### config.mk
export PLATFORM = sky130hd
export DESIGN_NAME = sqrt_req_arbiter
export DESIGN_NICKNAME = d
export VERILOG_FILES = /design/src/rtl/sqrt_pkg.sv /design/src/rtl/sqrt_req_arbiter_rr_pick.sv /design/src/rtl/sqrt_req_arbiter.sv
export SDC_FILE = /design/constraint.sdc
export NUM_CORES = 1
export LEC_CHECK = 0
export ABC_AREA = 1
export CAP_MARGIN = 10
export CORE_MARGIN = 1.5
export CORE_UTILIZATION = 42
export CTS_CLUSTER_DIAMETER = 120
export CTS_CLUSTER_SIZE = 14
export DETAILED_ROUTE_END_ITERATION = 8
export PLACE_DENSITY = 0.76
export SYNTH_ARGS = -nofsm -noshare
export SYNTH_HDL_FRONTEND = slang
export SYNTH_SLANG_ARGS = --single-unit
### constraint.sdc
create_clock -name clk -period 1.7 [get_ports clk]
set_input_delay 0.255 -clock clk [delete_from_list [all_inputs] [get_ports clk]]
set_output_delay 0.255 -clock clk [all_outputs]
set_load 0.05 [all_outputs]
### src/rtl/sqrt_pkg.sv
// -----------------------------------------------------------------------------
// sqrt_pkg
// Shared definitions for the square-root request arbiter and related blocks.
//   - SQRT_N_W / SQRT_R_W : operand and root widths of the sqrt engine
//   - DEF_TIMEOUT_CYCLES  : default watchdog limit while waiting on the engine
//   - arb_state_e         : arbiter state encoding
// -----------------------------------------------------------------------------
package sqrt_pkg;

    localparam int SQRT_N_W           = 8;
    localparam int SQRT_R_W           = 4;
    localparam int DEF_TIMEOUT_CYCLES = 64;

    typedef enum logic [1:0] {
        IDLE      = 2'd0,
        START     = 2'd1,
        WAIT_DONE = 2'd2,
        RELEASE   = 2'd3
    } arb_state_e;

endpackage

### src/rtl/sqrt_req_arbiter_rr_pick.sv
// -----------------------------------------------------------------------------
// rr_pick
// Combinational circular priority select: returns the first set request bit
// at or after ptr, wrapping around to bit 0.
// Ports:
//   req   in  N      request vector
//   ptr   in  IDX_W  scan start position (0..N-1)
//   valid out 1      any request set
//   idx   out IDX_W  index of the selected request (0 when valid=0)
// -----------------------------------------------------------------------------
module rr_pick #(
    parameter int N     = 4,
    parameter int IDX_W = (N > 1) ? $clog2(N) : 1
) (
    input  logic [N-1:0]     req,
    input  logic [IDX_W-1:0] ptr,
    output logic             valid,
    output logic [IDX_W-1:0] idx
);

    int j;

    // Walk the offsets from farthest to nearest so the candidate closest to
    // ptr is the one written last and therefore wins.
    always_comb begin
        valid = |req;
        idx   = '0;
        j     = 0;
        for (int k = N - 1; k >= 0; k--) begin
            j = int'(ptr) + k;
            if (j >= N) begin
                j = j - N;
            end
            if (req[IDX_W'(j)]) begin
                idx = IDX_W'(j);
            end
        end
    end

endmodule

### src/rtl/sqrt_req_arbiter.sv
// -----------------------------------------------------------------------------
// sqrt_req_arbiter
// Round-robin scheduler sharing one external iterative 8-bit square-root
// engine among NUM_REQ requesters. A winner's operand is loaded into eng_n,
// the engine is driven through a level start/done handshake, and the root is
// returned to the winner together with a one-cycle ack.
//
// Optional feature macro: SQRT_ARB_TIMEOUT_EN
//   defined   : watchdog in WAIT_DONE; after TIMEOUT_CYCLES without eng_done
//               the winner is acked with res_err=1 and res_sqrt=0.
//   undefined : res_err tied to 0; a stuck engine holds the block in
//               WAIT_DONE until reset.
//
// Ports:
//   clk       in  1           rising-edge clock
//   rst       in  1           synchronous active-high reset
//   req       in  NUM_REQ     per-requester request level
//   req_n     in  8*NUM_REQ   operands, requester i on [8i+7:8i]
//   ack       out NUM_REQ     one-hot one-cycle result strobe
//   res_sqrt  out 4           root, valid with ack
//   res_err   out 1           timeout flag, valid with ack
//   busy      out 1           state is not IDLE
//   eng_st    out 1           engine start level
//   eng_n     out 8           engine operand (registered)
//   eng_done  in  1           engine done level
//   eng_sqrt  in  4           engine root, valid while eng_done=1
// -----------------------------------------------------------------------------
module sqrt_req_arbiter
    import sqrt_pkg::*;
#(
    parameter int NUM_REQ        = 4,
    parameter int TIMEOUT_CYCLES = DEF_TIMEOUT_CYCLES
) (
    input  logic                         clk,
    input  logic                         rst,
    input  logic [NUM_REQ-1:0]           req,
    input  logic [SQRT_N_W*NUM_REQ-1:0]  req_n,
    output logic [NUM_REQ-1:0]           ack,
    output logic [SQRT_R_W-1:0]          res_sqrt,
    output logic                         res_err,
    output logic                         busy,
    output logic                         eng_st,
    output logic [SQRT_N_W-1:0]          eng_n,
    input  logic                         eng_done,
    input  logic [SQRT_R_W-1:0]          eng_sqrt
);

    localparam int IDX_W = (NUM_REQ > 1) ? $clog2(NUM_REQ) : 1;

    arb_state_e            state_q, state_d;
    logic [IDX_W-1:0]      ptr_q, ptr_d;
    logic [IDX_W-1:0]      gnt_idx_q, gnt_idx_d;
    logic [SQRT_N_W-1:0]   eng_n_q, eng_n_d;
    logic                  eng_st_q, eng_st_d;
    logic [SQRT_R_W-1:0]   res_sqrt_q, res_sqrt_d;
    logic [NUM_REQ-1:0]    ack_q, ack_d;
    logic [IDX_W-1:0]      ptr_after_gnt;

    logic                  pick_valid;
    logic [IDX_W-1:0]      pick_idx;

    // Per-requester operand view of the flat req_n bus.
    logic [SQRT_N_W-1:0]   opnd [NUM_REQ];

    for (genvar gi = 0; gi < NUM_REQ; gi++) begin : g_opnd
        assign opnd[gi] = req_n[gi*SQRT_N_W +: SQRT_N_W];
    end

    rr_pick #(
        .N     (NUM_REQ),
        .IDX_W (IDX_W)
    ) u_rr_pick (
        .req   (req),
        .ptr   (ptr_q),
        .valid (pick_valid),
        .idx   (pick_idx)
    );

    // Pointer moves just past the winner so a requester that stays high
    // cannot win twice while others wait.
    assign ptr_after_gnt = (gnt_idx_q == IDX_W'(NUM_REQ - 1)) ? '0
                                                              : gnt_idx_q + IDX_W'(1);

`ifdef SQRT_ARB_TIMEOUT_EN
    localparam int TMO_W = (TIMEOUT_CYCLES > 1) ? $clog2(TIMEOUT_CYCLES) : 1;
    localparam logic [TMO_W-1:0] TMO_LAST = TMO_W'(TIMEOUT_CYCLES - 1);

    logic [TMO_W-1:0] tmo_cnt_q, tmo_cnt_d;
    logic             res_err_q, res_err_d;
`else
    logic unused_cfg;
    assign unused_cfg = (TIMEOUT_CYCLES > 0);
`endif

    always_comb begin
        state_d    = state_q;
        ptr_d      = ptr_q;
        gnt_idx_d  = gnt_idx_q;
        eng_n_d    = eng_n_q;
        eng_st_d   = eng_st_q;
        res_sqrt_d = res_sqrt_q;
        ack_d      = '0;
`ifdef SQRT_ARB_TIMEOUT_EN
        tmo_cnt_d  = tmo_cnt_q;
        res_err_d  = res_err_q;
`endif
        case (state_q)
            IDLE: begin
                if (pick_valid) begin
                    gnt_idx_d = pick_idx;
                    eng_n_d   = opnd[pick_idx];
                    state_d   = START;
                end
            end
            START: begin
                eng_st_d = 1'b1;
                state_d  = WAIT_DONE;
`ifdef SQRT_ARB_TIMEOUT_EN
                tmo_cnt_d = '0;
`endif
            end
            WAIT_DONE: begin
                if (eng_done) begin
                    res_sqrt_d = eng_sqrt;
                    eng_st_d   = 1'b0;
                    state_d    = RELEASE;
                end
`ifdef SQRT_ARB_TIMEOUT_EN
                else if (tmo_cnt_q == TMO_LAST) begin
                    // Abandon the engine: report an error result directly,
                    // there is no done level to wait out.
                    eng_st_d          = 1'b0;
                    res_sqrt_d        = '0;
                    res_err_d         = 1'b1;
                    ack_d[gnt_idx_q]  = 1'b1;
                    ptr_d             = ptr_after_gnt;
                    state_d           = IDLE;
                end else begin
                    tmo_cnt_d = tmo_cnt_q + TMO_W'(1);
                end
`endif
            end
            RELEASE: begin
                // Hold off the ack until the engine is idle again so the next
                // START cannot see a stale done level.
                if (!eng_done) begin
                    ack_d[gnt_idx_q] = 1'b1;
                    ptr_d            = ptr_after_gnt;
                    state_d          = IDLE;
`ifdef SQRT_ARB_TIMEOUT_EN
                    res_err_d        = 1'b0;
`endif
                end
            end
            default: begin
                state_d = IDLE;
            end
        endcase
    end

    always_ff @(posedge clk) begin
        if (rst) begin
            state_q    <= IDLE;
            ptr_q      <= '0;
            gnt_idx_q  <= '0;
            eng_n_q    <= '0;
            eng_st_q   <= 1'b0;
            res_sqrt_q <= '0;
            ack_q      <= '0;
`ifdef SQRT_ARB_TIMEOUT_EN
            tmo_cnt_q  <= '0;
            res_err_q  <= 1'b0;
`endif
        end else begin
            state_q    <= state_d;
            ptr_q      <= ptr_d;
            gnt_idx_q  <= gnt_idx_d;
            eng_n_q    <= eng_n_d;
            eng_st_q   <= eng_st_d;
            res_sqrt_q <= res_sqrt_d;
            ack_q      <= ack_d;
`ifdef SQRT_ARB_TIMEOUT_EN
            tmo_cnt_q  <= tmo_cnt_d;
            res_err_q  <= res_err_d;
`endif
        end
    end

    assign ack      = ack_q;
    assign res_sqrt = res_sqrt_q;
    assign busy     = (state_q != IDLE);
    assign eng_st   = eng_st_q;
    assign eng_n    = eng_n_q;
`ifdef SQRT_ARB_TIMEOUT_EN
    assign res_err  = res_err_q;
`else
    assign res_err  = 1'b0;
`endif

endmodule

; After elaboration in Yosys (flattened, before gate mapping)
; Index checks and enable logic that the tools add are counted.
; W data, S select, Z words.
[classes]
addsub = 8
n_lt_le_gt_ge = 11
bitwise_logic = 3
n_eq_ne = 7
n_reduce_logical = 11
n_mux = 32
[ops]
columns = operator, count
row1 = $mux W2, 12
row2 = $bmux W8 S2, 1
row3 = $lt A2 B4 Y1 const B, 4
row4 = $mux W8, 2
row5 = $ge A3 B3 Y1 const B, 4
row6 = $mux W1, 10
row7 = $bmux W1 S2, 4
row8 = $pmux W2 S4, 1
row9 = $reduce_and A2 Y1, 4
row10 = $sub A2 B1 Y2 const B, 4
row11 = $add A2 B2 Y3 const B, 2
row12 = $eq A2 B2 Y1 const B, 3
row13 = $ne A2 B2 Y1 const B, 3
row14 = $reduce_bool A2 Y1, 2
row15 = $reduce_or A4 Y1, 1
row16 = $add A2 B1 Y3 const B, 1
row17 = $ge A2 B3 Y1 const B, 1
row18 = $lt A2 B3 Y1 const B, 1
row19 = $not A2 Y3, 1
row20 = $reduce_and A3 Y1, 1
row21 = $reduce_or A3 Y1, 1
row22 = $add A2 B1 Y2 const B, 1
row23 = $demux W1 S2, 1
row24 = $eq A2 B1 Y1 const B, 1
row25 = other kinds (5), 6
[word_totals]
reg_bits = 23
in_bits = 43
out_inout_bits = 19
wordCells = 79

; Depth between registers and ports, before layout
; Gate-level depths: netlist (run 1).
[depth]
word_depth = 14
ltp_mapped = 15
ltp_nobuf = 13

; Cells and area by module
; Synthesis (run 1) repeated with hierarchy kept, for this count alone.
[unflattened]
cells_unflattened = 221
area_unflattened_um2 = 1402.6
[modules_own_cells]
columns = mod, area_each_um2, n_inst, seq_area_each_um2, cells_per_inst
row1 = sqrt_req_arbiter, 1213.7, 1, 460.4, 175
row2 = rr_pick, 188.9, 1, 0.0, 46

; Worst setup path before layout (run 1)
; No wires, ideal clock.
[synth_path]
path_kind = flip-flop to flip-flop
from = register state_q[0]
to = register eng_n_q[1], in the netlist eng_n[1]
path_buffers = 0
stages_incl_launch_ff = 11
required_ns = 1.635
synth_period_minus_slack_ns = 1.793
setup_ns = 0.065
t_arrival_ns = 1.728
slack_ns = -0.093
path_cell_list = dfxtp_1 -> inv_1 -> ha_1 -> inv_1 -> a31oi_2 -> inv_1 -> nor2_4 -> nand3_1 -> nand2_1 -> nor2_1 -> nor2_1
[synth_between]
elab_chain_cells = 2
[synth_rtl]
columns = element, line
row1 = start: declaration, sqrt_req_arbiter.sv:50  ; arb_state_e state_q, state_d;
row2 = start signal: assignment, sqrt_req_arbiter.sv:175  ; state_q <= state_d;
row3 = $logic_not A2 Y1, sqrt_req_arbiter.sv:107  ; case (state_q)
row4 = $reduce_and A2 Y1 (no source line), n/a
row5 = end signal: assignment, sqrt_req_arbiter.sv:178  ; eng_n_q <= eng_n_d;
row6 = end: declaration, sqrt_req_arbiter.sv:53  ; logic [SQRT_N_W-1:0] eng_n_q, eng_n_d;
; Every way passes these cells.
; A chain may end at the register's enable or synchronous reset.

; Worst setup path after layout (run 1)
[layout_path]
from = register ptr_q[0]
to = register eng_n_q[1], in the netlist eng_n[1]
[layout_between]
elab_chain_cells = 14
elab_cells_between_ends = 35
cone_classes = add/sub (7) / order compare (4) / mux (23) / bitwise (1)
[layout_rtl]
columns = element, line
row1 = start: declaration, sqrt_req_arbiter.sv:51  ; logic [IDX_W-1:0] ptr_q, ptr_d;
row2 = start signal: assignment, sqrt_req_arbiter.sv:176  ; ptr_q <= ptr_d;
row3 = $add A2 B2 Y3, sqrt_req_arbiter_rr_pick.sv:30  ; j = int'(ptr) + k;
row4 = $ge A3 B3 Y1 / $sub A2 B1 Y2 (equally long branches), "sqrt_req_arbiter_rr_pick.sv:31, sqrt_req_arbiter_rr_pick.sv:32"
row5 = $mux W2, sqrt_req_arbiter_rr_pick.sv:31  ; if (j >= N) begin
row6 = $bmux W1 S2, sqrt_req_arbiter_rr_pick.sv:34  ; if (req[IDX_W'(j)]) begin
row7 = $mux W1 (implied by the code) (2 in a row), sqrt_req_arbiter_rr_pick.sv:34
row8 = $mux W2 (3 in a row), sqrt_req_arbiter_rr_pick.sv:34
row9 = $mux W2 *, sqrt_req_arbiter_rr_pick.sv:34
row10 = $not A2 Y3 (implied by the code) *, sqrt_req_arbiter.sv:111  ; eng_n_d = opnd[pick_idx];
row11 = $bmux W8 S2 *, sqrt_req_arbiter.sv:111
row12 = $mux W8 (implied by the code) * (2 in a row), sqrt_req_arbiter.sv:111
; Every way passes the cells marked *; elsewhere a longest branch is shown, timed or not. The select of a mux whose other input is x is not followed.

==> results.md, run 1 <==
- The flow ran to the end, and the final reports show no timing, DRC or antenna violations.
- In this run the worst path has a maximum fanout of 9.
- The maximum number of pins on one net before global-route repair is 19.
- After clock tree synthesis, the clock-pin slew on the worst setup and hold paths is 130 ps.
- In the finished design, the share of the clock period the worst path needs comes to 0.986.
- In this run the critical register-to-register path is launched from ptr_q[0]$_SDFFE_PP0P_.
- The post-route core utilization is 0.732.
- The fraction of post-synthesis cell area in the top cell type by area is 0.312.
- Setup repair after global routing could not meet its margin everywhere.
- TritonCTS built the clock tree.
- The number of flops mapped to enable cells by yosys is 0.
- The met1 track utilization from global routing is 0.269.
- The data arrival time of the critical path is 1940 ps.
- The primary flip-flop cell chosen by synthesis mapping is dfxtp_1.
- Derived from the worst setup path, the maximum achievable clock frequency is slightly below 600 MHz.
- Tracing the worst setup path back leads to its startpoint at ptr_q[0]$_SDFFE_PP0P_.
- After global routing, the most crowded layer is met2.
- The total leakage power is around 1.2 nW.
- The effective utilization at floorplan is 0.439.
- The cell area after layout is 2460 sq um.
- Of the cells placed in the final design, the portion with a size suffix greater than 1 is 0.277.
- In this run, synthesis produced a sequential element count of 23.
- The initial antenna violation count is 0.
- The fraction of synthesis flops using an asynchronous set or reset pin is 0.
- The category of the critical setup timing path is reg -> reg.
- The die area is between 3000 and 4000 sq um.
- Measured in cells, the most critical reg-to-reg path has a length of 13.
- The number of buffers created by CTS is 3.
- The leading cell type in the layout, fill and taps excluded is nand2_1.
- The floorplan core area is 3360 sq um.
- The total wire length after detailed routing is between 4000 and 5000 um.
- The largest buffer count on any clock path is 2.
- Once detail routing completed, the nets flagged for antenna violations numbered 0.
- In this design, the stage delay of the slowest critical-path cell is 350 ps.
- In the synthesized netlist, the number of instances is ~230.
- The largest area contributor in the synthesized netlist is dfxtp_1.
- For this run, the total global-route usage over all layers was measured as 0.199.
- The storage element area is 465 sq um.
- The largest individual stage delay along the critical path comes from the cell dfxtp_2.
- The final count of hold timing violations is 0.
- The final sum of negative setup slack is 0 ps.
- The number of cell rows is 21.
- Relative to the synthesized area, the layout overhead comes to 66.8%.
- The reported max-cap violation count is 0.
- The clock insertion delay at the later pin of the skew report is 330 ps.
- The proportion of synthesized chip area in sequential cells is 0.312.
- The number of antenna diodes in the final layout is 0.
- The number of H-tree levels is 1.
- After the flow finishes, the layout carries non-filler instances totaling 353.
- The average cell area after synthesis is roughly 6.5 sq um.
- Walking the worst path, the cells encountered are buf_12, inv_8, nand2_2, nand3_1, nand2_1, inv_2, nand3_4, buf_12, nand2_8, nand2_1, a21oi_2, nor2_1, nor2_1.
- The worst register-to-register path ends at eng_n[1]$_SDFFE_PP0P_.
- The required arrival time at the worst endpoint is 1970 ps.
- The launch instance of the worst min-delay path is res_sqrt[1]$_SDFFE_PP0P_.
- Sorting the synthesized cells by area gives the leading types as dfxtp_1, nand2_1, nand3_1, inv_1, nor2_1.
- In this run the power density over the cells is roughly 1300 nW/um^2.
- Once placement finished, the instance area stood at 2210 sq um.
- The smallest clock period supported by the final layout is computed as 1680 ps.
- The final global-route overflow total is 0.
- In this run, distinct cell masters in the synthesized netlist total 28.
- STA classifies the critical path endpoint as a flop.
- The final setup violation count is 0.
- The via count of the first global-routing pass is 1416.
- The wire length of the first global-routing pass is ~6300 um.
- The initial detailed-routing violation count is between 60 and 70.
- The path category of the worst min-delay check is reg -> reg.
- Leaving out fill and tap cells, the most frequent cells in the layout are nand2_1, clkdlybuf4s50_1, nor2_1.
- After the last flow step, the layout net total stands at 360.
- The routed layout has 1642 vias.
- The placed cell count is 341.
- The multi-input combinational cells in the finished layout cover a total of 986 sq um.
- For this run, global-route usage on met3 was measured as 0.0308.
- The reg-to-reg setup timing slack is 20 ps.
- The HPWL after detailed placement is 3020 um.
- The tree is rooted in a clkbuf_4.
- The worst setup path is launched from a flop.
- The congestion estimate from routability-driven global placement came to roughly 0.85.
- Yosys printed 0 warnings.
- The peak ir drop on the vdd network is roughly 800 uV.
- The number of vias per cell after detailed routing is approximately 4.7.
- Buffers placed on the I/O ports in this run total 60.
- The height of the die is 62.3 um.
- The path with the worst hold slack has its endpoint at res_sqrt[1]$_SDFFE_PP0P_.
- Hold timing on the final database bottoms out at a slack of 495 ps.
- Counting instances, the worst hold path has a depth of 2.
- The final-report max-slew violation count is 0.
- The worst-case clock skew is approximately 11 ps.
- The number of hold buffers added after CTS was 0.
- The fill cell total of the finished layout is ~270.
- The count of unresolved DRC violations after routing is 0.
- The number of detailed-route iterations in the first pass is 4.
- The tree built by TritonCTS fans out to 23 sinks.
- In this run the horizontal extent of the chip is 62.3 um.
- The total nets after synthesis is 279.
- The combined area of all synthesized cells is 1480 sq um.
- Dividing the detail-routed wire length by the instance count gives 12.1 um.
- The I/O pin count is 62.
- For this run, global-route usage on met2 was measured as 0.327.
## critical path: cells and delay by family (launching register included)
family          cells  cell delay [ps]
buf+inv             4              470
simple gates        8              680
compound gates      1              120
flops               1              350
## final cells by class
class	count	area share
multi-input combinational	162	0.401
sequential	23	0.189
clock buffer	3	0.00915
clock inverter	1	0.00305
tap	46	0.0234
timing repair buffer	80	0.310
inverter	38	0.0646
## stage by stage
step / power, W / setup WS (ps)
global placement: 0.00268 / -226
CTS: 0.00299 / 20.1
global route: 0.00345 / -84.9
floorplan: 0.00205 / 32.0
detailed placement: 0.00271 / -259
finish: 0.00324 / 24.2
## cells in the mapped netlist, types with 2 or more instances
| master | count |
|---|---|
| o21ai_0 | 8 |
| nand2_1 | 50 |
| dfxtp_1 | 23 |
| ha_1 | 9 |
| nor3_1 | 2 |
| buf_2 | 2 |
| inv_1 | 34 |
| nand2_2 | 5 |
| a211oi_1 | 2 |
| nand3_2 | 2 |
| nor2_1 | 34 |
| nand3_1 | 27 |
| buf_6 | 2 |
| inv_2 | 3 |
| a21oi_1 | 9 |
| and3b_1 | 3 |
## state kept, by name, indices dropped and copies added (netlist names)
signal / count
gnt_idx_q: 2
ptr_q: 2
ack: 4
eng_st: 1
res_sqrt: 4
state_q: 2
eng_n: 8
## power by group
| group | internal [W] | switching (W) | total [W] |
|---|---|---|---|
| combinational | 0.000875 | 0.00129 | 0.00217 |
| clock | 0.0000900 | 0.000182 | 0.000272 |
| sequential | 0.000695 | 0.000104 | 0.000799 |
| total | 0.00166 | 0.00158 | 0.00324 |
## kinds of logic after synthesis
logic type                 count (synthesis)  share of synthesized area
and+or+nand+nor                          128                      0.395
buffers and inverters                     44                      0.128
DFF                                       23                      0.312
AOI/OAI and AO/OA                         22                     0.0857
adders and majority gates                  9                     0.0763
other                                      1                    0.00254
## worst max path at each step
stage                            endpoint  slack [ps]
floorplan           eng_n[1]$_SDFFE_PP0P_          30
global placement    eng_n[0]$_SDFFE_PP0P_        -230
detailed placement  eng_n[7]$_SDFFE_PP0P_        -260
CTS                 eng_n[4]$_SDFFE_PP0P_          20
global route        eng_n[4]$_SDFFE_PP0P_         -80
finish              eng_n[1]$_SDFFE_PP0P_          20
## per-layer routing
layer	part of all wire	vias to the layer above
met5	0	-
met4	0.015	0
met3	0.022	6
met2	0.48	29
met1	0.48	737
li1	-	870
## timing repair
item                                    in CTS  in global routing
gates resized for setup                      0                 34
hold endpoints to repair                     0                  0
endpoints found under the setup margin       0                  9
setup buffers                                0                  6
Power figures use the tool's default switching activity.
==> inputs of run 2 (changes only) <==
PLACE_DENSITY = 0.88   (was 0.76)
==> results.md, run 2 (synthesis gave the netlist of run 1 again) <==
- The checks that failed: design-rule violations, negative setup slack.
- The run finished, with violations left.
- The fill cell total of the finished layout is 286.
- The floorplan step defined a die boundary enclosing 3880 sq um.
- Summed over all cells, the static leakage comes to between 1 and 1.5 nW.
- The initial utilization of the core area, before any placement, comes to 0.439.
- The post-route core utilization is 0.706.
- The number of cells traversed by the worst register-to-register path is 10.
- The library cells used most frequently in the layout, excluding fill and tap cells, are nand2_1, clkdlybuf4s50_1, buf_4.
- The overall power after layout is 0.00321 W.
- Leaving out filler cells and counting taps, the final layout contains 351.
- OpenSTA, run right after detailed placement, puts the worst setup slack at -244 ps.
- Counting buffers and inverters, the worst setup path is 10 cells deep.
- The endpoint of the most critical register-to-register path is eng_n[7]$_SDFFE_PP0P_.
- The antenna diode count is 0.
- Setup violations remaining at the end of the flow were counted as 1.
- The worst hold path belongs to the class reg -> reg.
- STA classifies the critical path startpoint as a flop.
- Of all nets on the critical path, the largest fanout is 7.
- The power density over the cells is 1350 nW/um^2.
- The final-report max-slew violation count was 0.
- The final net count is 358.
- After layout, the minimum clock period comes to ~1700 ps.
- The die is 62.3 um tall.
- The critical path goes through inv_4, ha_4, clkinvlp_4, a31oi_4, inv_2, nor2_4, buf_4, nand3_1, nand2_1, nor2_1.
- The mean routed wirelength per cell is 13.5 um.
- The library cell used most frequently in the layout, excluding fill and tap cells, is nand2_1.
- The final count of hold timing violations is 0.
- The clock passes through at most 2 buffers.
- Across the run, the number of max-cap violations was 0.
- The count of unresolved DRC violations after routing is 1.
- The critical path endpoint category is a flop.
- The capturing element of the worst setup path is eng_n[7]$_SDFFE_PP0P_.
- In this run the critical register-to-register path is launched from state_q[1]$_SDFFE_PP0P_.
- The initial antenna violation count is 0.
- The number of placed instances, taps included, is around 340.
- The required arrival time at the worst endpoint is between 1500 and 2000 ps.
- Clock-pin slew was measured on the worst setup and hold paths at between 100 and 150 ps.
- Of the available clock period, the critical path in the final layout requires 1.01.
- Together, buffers and inverters on the worst path number 4.
- The final worst hold slack is approximately 500 ps.
- On the worst path, the slowest cell contributes a delay of between 300 and 400 ps.
- TritonCTS built the clock tree.
- Measured along the x axis, the die boundary spans 62.3 um.
- The number of vias per cell after detailed routing is 5.06.
- The initial detailed-routing violation count is 105.
- Routability-driven placement finished with a final weighted congestion of ~0.91.
- For the worst setup path, the data arrival time is 1970 ps.
- For this run, the detailed router's first-pass iteration total came to 6.
- The critical path is of the reg -> reg type.
- The setup check on the worst reg-to-reg path leaves a slack of -20 ps.
- The count of buffers added on input and output ports is 60.
- Across the VDD grid, the largest voltage drop is about 750 uV.
- Entering global routing, the biggest net connects 19 pins.
- The total overflow left after global routing is 0.
- In the final layout, the share of cells above drive strength 1 is 0.256.
- The total wire length after detailed routing is 4730 um.
- The initialized floorplan defines 21 standard-cell rows.
- From synthesis to final layout, the design area changed by 60.9%.
- The number of flip-flops under the largest register name is 8.
- Pin placement for this block handled 62 I/O pins.
- The via count of the first global-routing pass was 1466.
- The number of sinks on the clock net is 23.
- The number of buffers created by CTS is 3.
- Grouping stages by cell kind, the critical path spends the most delay in buffers and inverters.
- The overall global routing resource usage is 0.202.
- In this run the standard cell core region covers 3360 sq um.
- For this design, the CTS-stage hold fixing added 0 buffers.
- CTS built an H-tree with a depth of 1.
- The final worst-path setup slack is -23.9 ps.
- Timing would allow up to 580 MHz.
- On the critical path, the stage with the largest delay is an instance of dfxtp_2.
- The via total after detailed routing is 1777.
- Summed over all nets, the half-perimeter wirelength after detailed placement is 3150 um.
- The worst-case clock skew is around 9.2 ps.
- The cell sitting at the root of the clock tree is a clkbuf_4.
- The critical path starts at state_q[1]$_SDFFE_PP0P_.
- Setup repair after global routing could not meet its margin everywhere.
- Once detail routing completed, the nets flagged for antenna violations numbered 0.
- The wire length of the first global-routing pass is 6470 um.
- The clock insertion delay at the later pin of the skew report is 330 ps.
-- run 2: changes by cell type in the layout (fill, tap and decap cells not counted), sizes merged --
cell and change:
buf -1, clkdlybuf4s50 -1, dlymetal6s2s +1, nand2 -1
-- run 2: worst reg2reg max path: stages, from the launching register on --
cell	delay [ps]
dfxtp_2	370
inv_4	80
ha_4	140
clkinvlp_4	130
a31oi_4	250
inv_2	90
nor2_4	230
buf_4	150
nand3_1	70
nand2_1	80
nor2_1	60
-- run 2: cell type report --
cell class	instances	area, sq um	area share
clock buffers	3	22.5	0.00949
clock inverters	1	7.51	0.00316
inverters	38	159	0.0669
multi-input cells	161	935	0.394
flip-flops and latches	23	468	0.197
well taps	46	57.6	0.0242
repair buffers	79	724	0.305
-- run 2: timing repair --
item,4_1_cts,5_1_grt
setup endpoints to repair,0,9
endpoints found under the hold margin,0,0
buffers inserted,0,7
resized for setup,0,32
-- run 2: worst min-delay path by stage --
| stage | cells past startpoint | start | to | slack (ps) |
|---|---|---|---|---|
| floorplan | 3 | rst | eng_n[0]$_SDFFE_PP0P_ | 410 |
| global placement | 2 | res_sqrt[1]$_SDFFE_PP0P_ | res_sqrt[1]$_SDFFE_PP0P_ | 470 |
| detailed placement | 2 | res_sqrt[1]$_SDFFE_PP0P_ | res_sqrt[1]$_SDFFE_PP0P_ | 470 |
| CTS | 2 | res_sqrt[1]$_SDFFE_PP0P_ | res_sqrt[1]$_SDFFE_PP0P_ | 500 |
| global route | 2 | res_sqrt[3]$_SDFFE_PP0P_ | res_sqrt[3]$_SDFFE_PP0P_ | 540 |
| finish | 2 | res_sqrt[1]$_SDFFE_PP0P_ | res_sqrt[1]$_SDFFE_PP0P_ | 500 |
-- run 2: per-stage QoR --
| stage | TNS, ps | area, sq um |
|---|---|---|
| 2_1_floorplan | 0 | 1500 |
| 3_3_place_gp | -1850 | 2180 |
| 3_5_place_dp | -2360 | 2180 |
| 4_1_cts | 0 | 2210 |
| 5_1_grt | -436 | 2370 |
| 6_report | -23.9 | 2370 |
-- run 2: routing by layer --
layer  up-vias  track usage  part of all wire
met2        71        0.353              0.52
met4         0       0.0750             0.024
li1        865            -                 -
met5         -            0                 0
met1       828        0.257              0.40
met3        13       0.0217             0.057
-- run 2: power breakdown --
part / total (W) / switching, W / internal, W / leakage [nW]
Combinational: 0.00212 / 0.00128 / 0.000836 / 0.959
Sequential: 0.000813 / 0.000118 / 0.000695 / 0.190
Clock: 0.000278 / 0.000188 / 0.0000902 / 0.0139
Total: 0.00321 / 0.00159 / 0.00162 / 1.16
==> inputs of run 3 (changes only) <==
PLACE_DENSITY = not set   (was 0.88)
PLACE_DENSITY_LB_ADDON = 0.05   (was not set)
REMOVE_ABC_BUFFERS = 1   (was not set)
==> results.md, run 3 (synthesis gave the netlist of run 1 again) <==
- The routed metal-1 wirelength is 1730 um.
- The delay of the slowest cell on the worst path is between 300 and 400 ps.
- Of the cells placed in the final design, the portion with a size suffix greater than 1 is 0.180.
- The flow ran to the end, and the final reports show no timing, DRC or antenna violations.
- In the detailed route, the total length drawn on met2 is 1460 um.
- In this run the count of I/O pins placed on the die edge is 62.
- The final setup violation count is 0.
- For this configuration, the core starts out at a cell density of 0.439.
- The min-delay analysis places its worst path in the category reg -> reg.
- The initial detailed-routing violation count is 112.
- The register with the most flip-flops in the layout has 8 of them.
- The clock passes through at most 2 buffers.
- The number of H-tree levels is 1.
- The leading cell type in the layout, fill and taps excluded is nand2_1.
- Port buffering added 60 buffers.
- The wire length of the first global-routing pass is about 5600 um.
- The final global-route overflow total is 0.
- The reg-to-reg setup timing slack is 130 ps.
- The floorplan core area is 3360 sq um.
- Subtracting the final worst setup slack from the clock period gives between 1500 and 2000 ps.
- The peak ir drop on the vdd network is 660 uV.
- STA puts the critical path data arrival time at 1340 ps.
- The die covers 3880 sq um.
- The final-report max-slew violation count is 0.
- The top cell types in the final layout, fill and taps aside, are nand2_1, clkdlybuf4s50_1, nor2_1.
- In the global route stage, overall resource usage came out at 0.174.
- The number of hold buffers added after cts is 0.
- Routability-driven placement finished with a final weighted congestion of 0.858.
- The number of detailed-route iterations in the first pass is 4.
- For this design, the sink count on the clock tree is 23.
- Derived from the worst setup path, the maximum achievable clock frequency is about 630 MHz.
- The critical path endpoint category is an output pin.
- The critical path is of the reg -> out type.
- The count of buffers added by post-CTS timing repair for setup is 0.
- The fill cell total of the finished layout is 340.
- From left edge to right edge, the die measures slightly above 60 um.
- The required arrival time at the worst endpoint is 1440 ps.
- STA classifies the critical path startpoint as a flop.
- The peak fanout along the critical path is 4.
- The total wire length after detailed routing is between 3000 and 4000 um.
- The count of nets left with antenna violations after detail routing is 0.
- The slowest stage of the critical path is the dfxtp_2 cell.
- In this design, the critical path's most frequently occurring cell is inv_1.
- Setup repair after global routing could not meet its margin everywhere.
- Of the available clock period, the critical path in the final layout requires 0.941.
- Entering global routing, the biggest net connects 19 pins.
- The clock slew at the register clock pins of the worst setup and hold paths is 120 ps.
- For this design the static power due to leakage is about 1.1 nW.
- The count of unresolved DRC violations after routing is 0.
- The pre-CTS setup slack is -218 ps.
- The number of buffers and inverters on the critical path is 4.
- The overall power after layout is 0.00284 W.
- Compared with the post-synthesis result, the final layout area differs by 47.9%.
- The final count of hold timing violations was 0.
- On the final layout, the worst hold slack is a little under 500 ps.
- After detailed routing, no signal wire sits above met4.
- The clock insertion delay at the later pin of the skew report is 300 ps.
- The wire length on met3 is roughly 150 um.
- The initialized floorplan defines 21 standard-cell rows.
- The final net count is 348.
- The signal on the critical path passes through inv_1, ha_1, inv_1, buf_4, buf_12.
- The root buffer cell is clkbuf_4.
- The number of buffers created by CTS is 3.
- The post-route core utilization is 0.649.
- From bottom edge to top edge, the die measures 62.3 um.
- After legalization and detailed placement, the total HPWL measured between 2000 and 3000 um.
- For this design the ratio of total power to cell area is 1300 nW/um^2.
- The initial antenna violation count is 0.
- In the post-route analysis, the smallest setup slack over all paths is 101 ps.
- Detailed routing inserted a total of 1551 vias.
- The mean routed wirelength per cell is ~9.9 um.
- Across the run, the number of max-cap violations was 0.
- The antenna diode count is 0.
- For the final database, setup skew stands at approximately 1.3 ps.
- The area of the multi-input gates is approximately 840 sq um.
- The storage element area is 468 sq um.
- The TritonCTS clock tree is yes.
- The cell class contributing the biggest share of worst-path delay is buffers and inverters.
- The number of vias per cell after detailed routing is 4.55.
- The via count of the first global-routing pass came to 1291.
-- run 3: cell count changes in the layout (fill, tap and decap cells not counted), sizes merged --
cell / change
inv: +1
clkinvlp: -2
clkdlybuf4s50: +1
buf: -9
dlymetal6s2s: -1
clkbuf: +1
nand2: -1
-- run 3: worst reg2reg max path: stages, from the launching register on --
cell and delay, ps:
dfxtp_4 390, inv_4 90, nand3_1 70, and2_4 140, and2_1 130, nand2_1 80, nand2_2 100, nor2_4 230
nand3_1 120, nand2_1 70, nor2_1 40, nor2_1 70
-- run 3: per-stage QoR --
stage	setup TNS, ps	cell area [sq um]	instances
2_1_floorplan	-593	1430	221
3_3_place_gp	-1980	2130	337
3_5_place_dp	-2020	2130	337
4_1_cts	0	2160	341
5_1_grt	-23.7	2180	341
6_report	0	2180	341
-- run 3: worst paths after layout --
check | end | from | cells past startpoint
worst min register to register | res_sqrt[0]$_SDFFE_PP0P_ | res_sqrt[0]$_SDFFE_PP0P_ | 2
worst max-delay path | busy | state_q[0]$_SDFFE_PP0P_ | 5
worst max register to register | eng_n[2]$_SDFFE_PP0P_ | ptr_q[0]$_SDFFE_PP0P_ | 11
worst min-delay path | res_sqrt[0]$_SDFFE_PP0P_ | res_sqrt[0]$_SDFFE_PP0P_ | 2
-- run 3: routing by layer --
layer / vias to the layer above / global-route usage
met4: 0 / 0.0583
met5: - / 0
met1: 664 / 0.241
met3: 5 / 0.0254
met2: 42 / 0.277
li1: 840 / -
-- run 3: cell type report --
class / count / share of cell area
inverters: 38 / 0.0665
clock buffers: 4 / 0.0120
well taps: 46 / 0.0264
flip-flops and latches: 23 / 0.214
multi-input cells: 160 / 0.386
repair buffers: 70 / 0.295
-- run 3: repair_timing --
item	4_1_cts	5_1_grt
endpoints found under the setup margin	3	8
resized for setup	1	8
pin swaps	0	1
-- run 3: power by group --
group          switching [W]  internal [W]
Sequential          0.000100      0.000695
Combinational        0.00111      0.000687
Clock               0.000155     0.0000915
Total                0.00137       0.00147
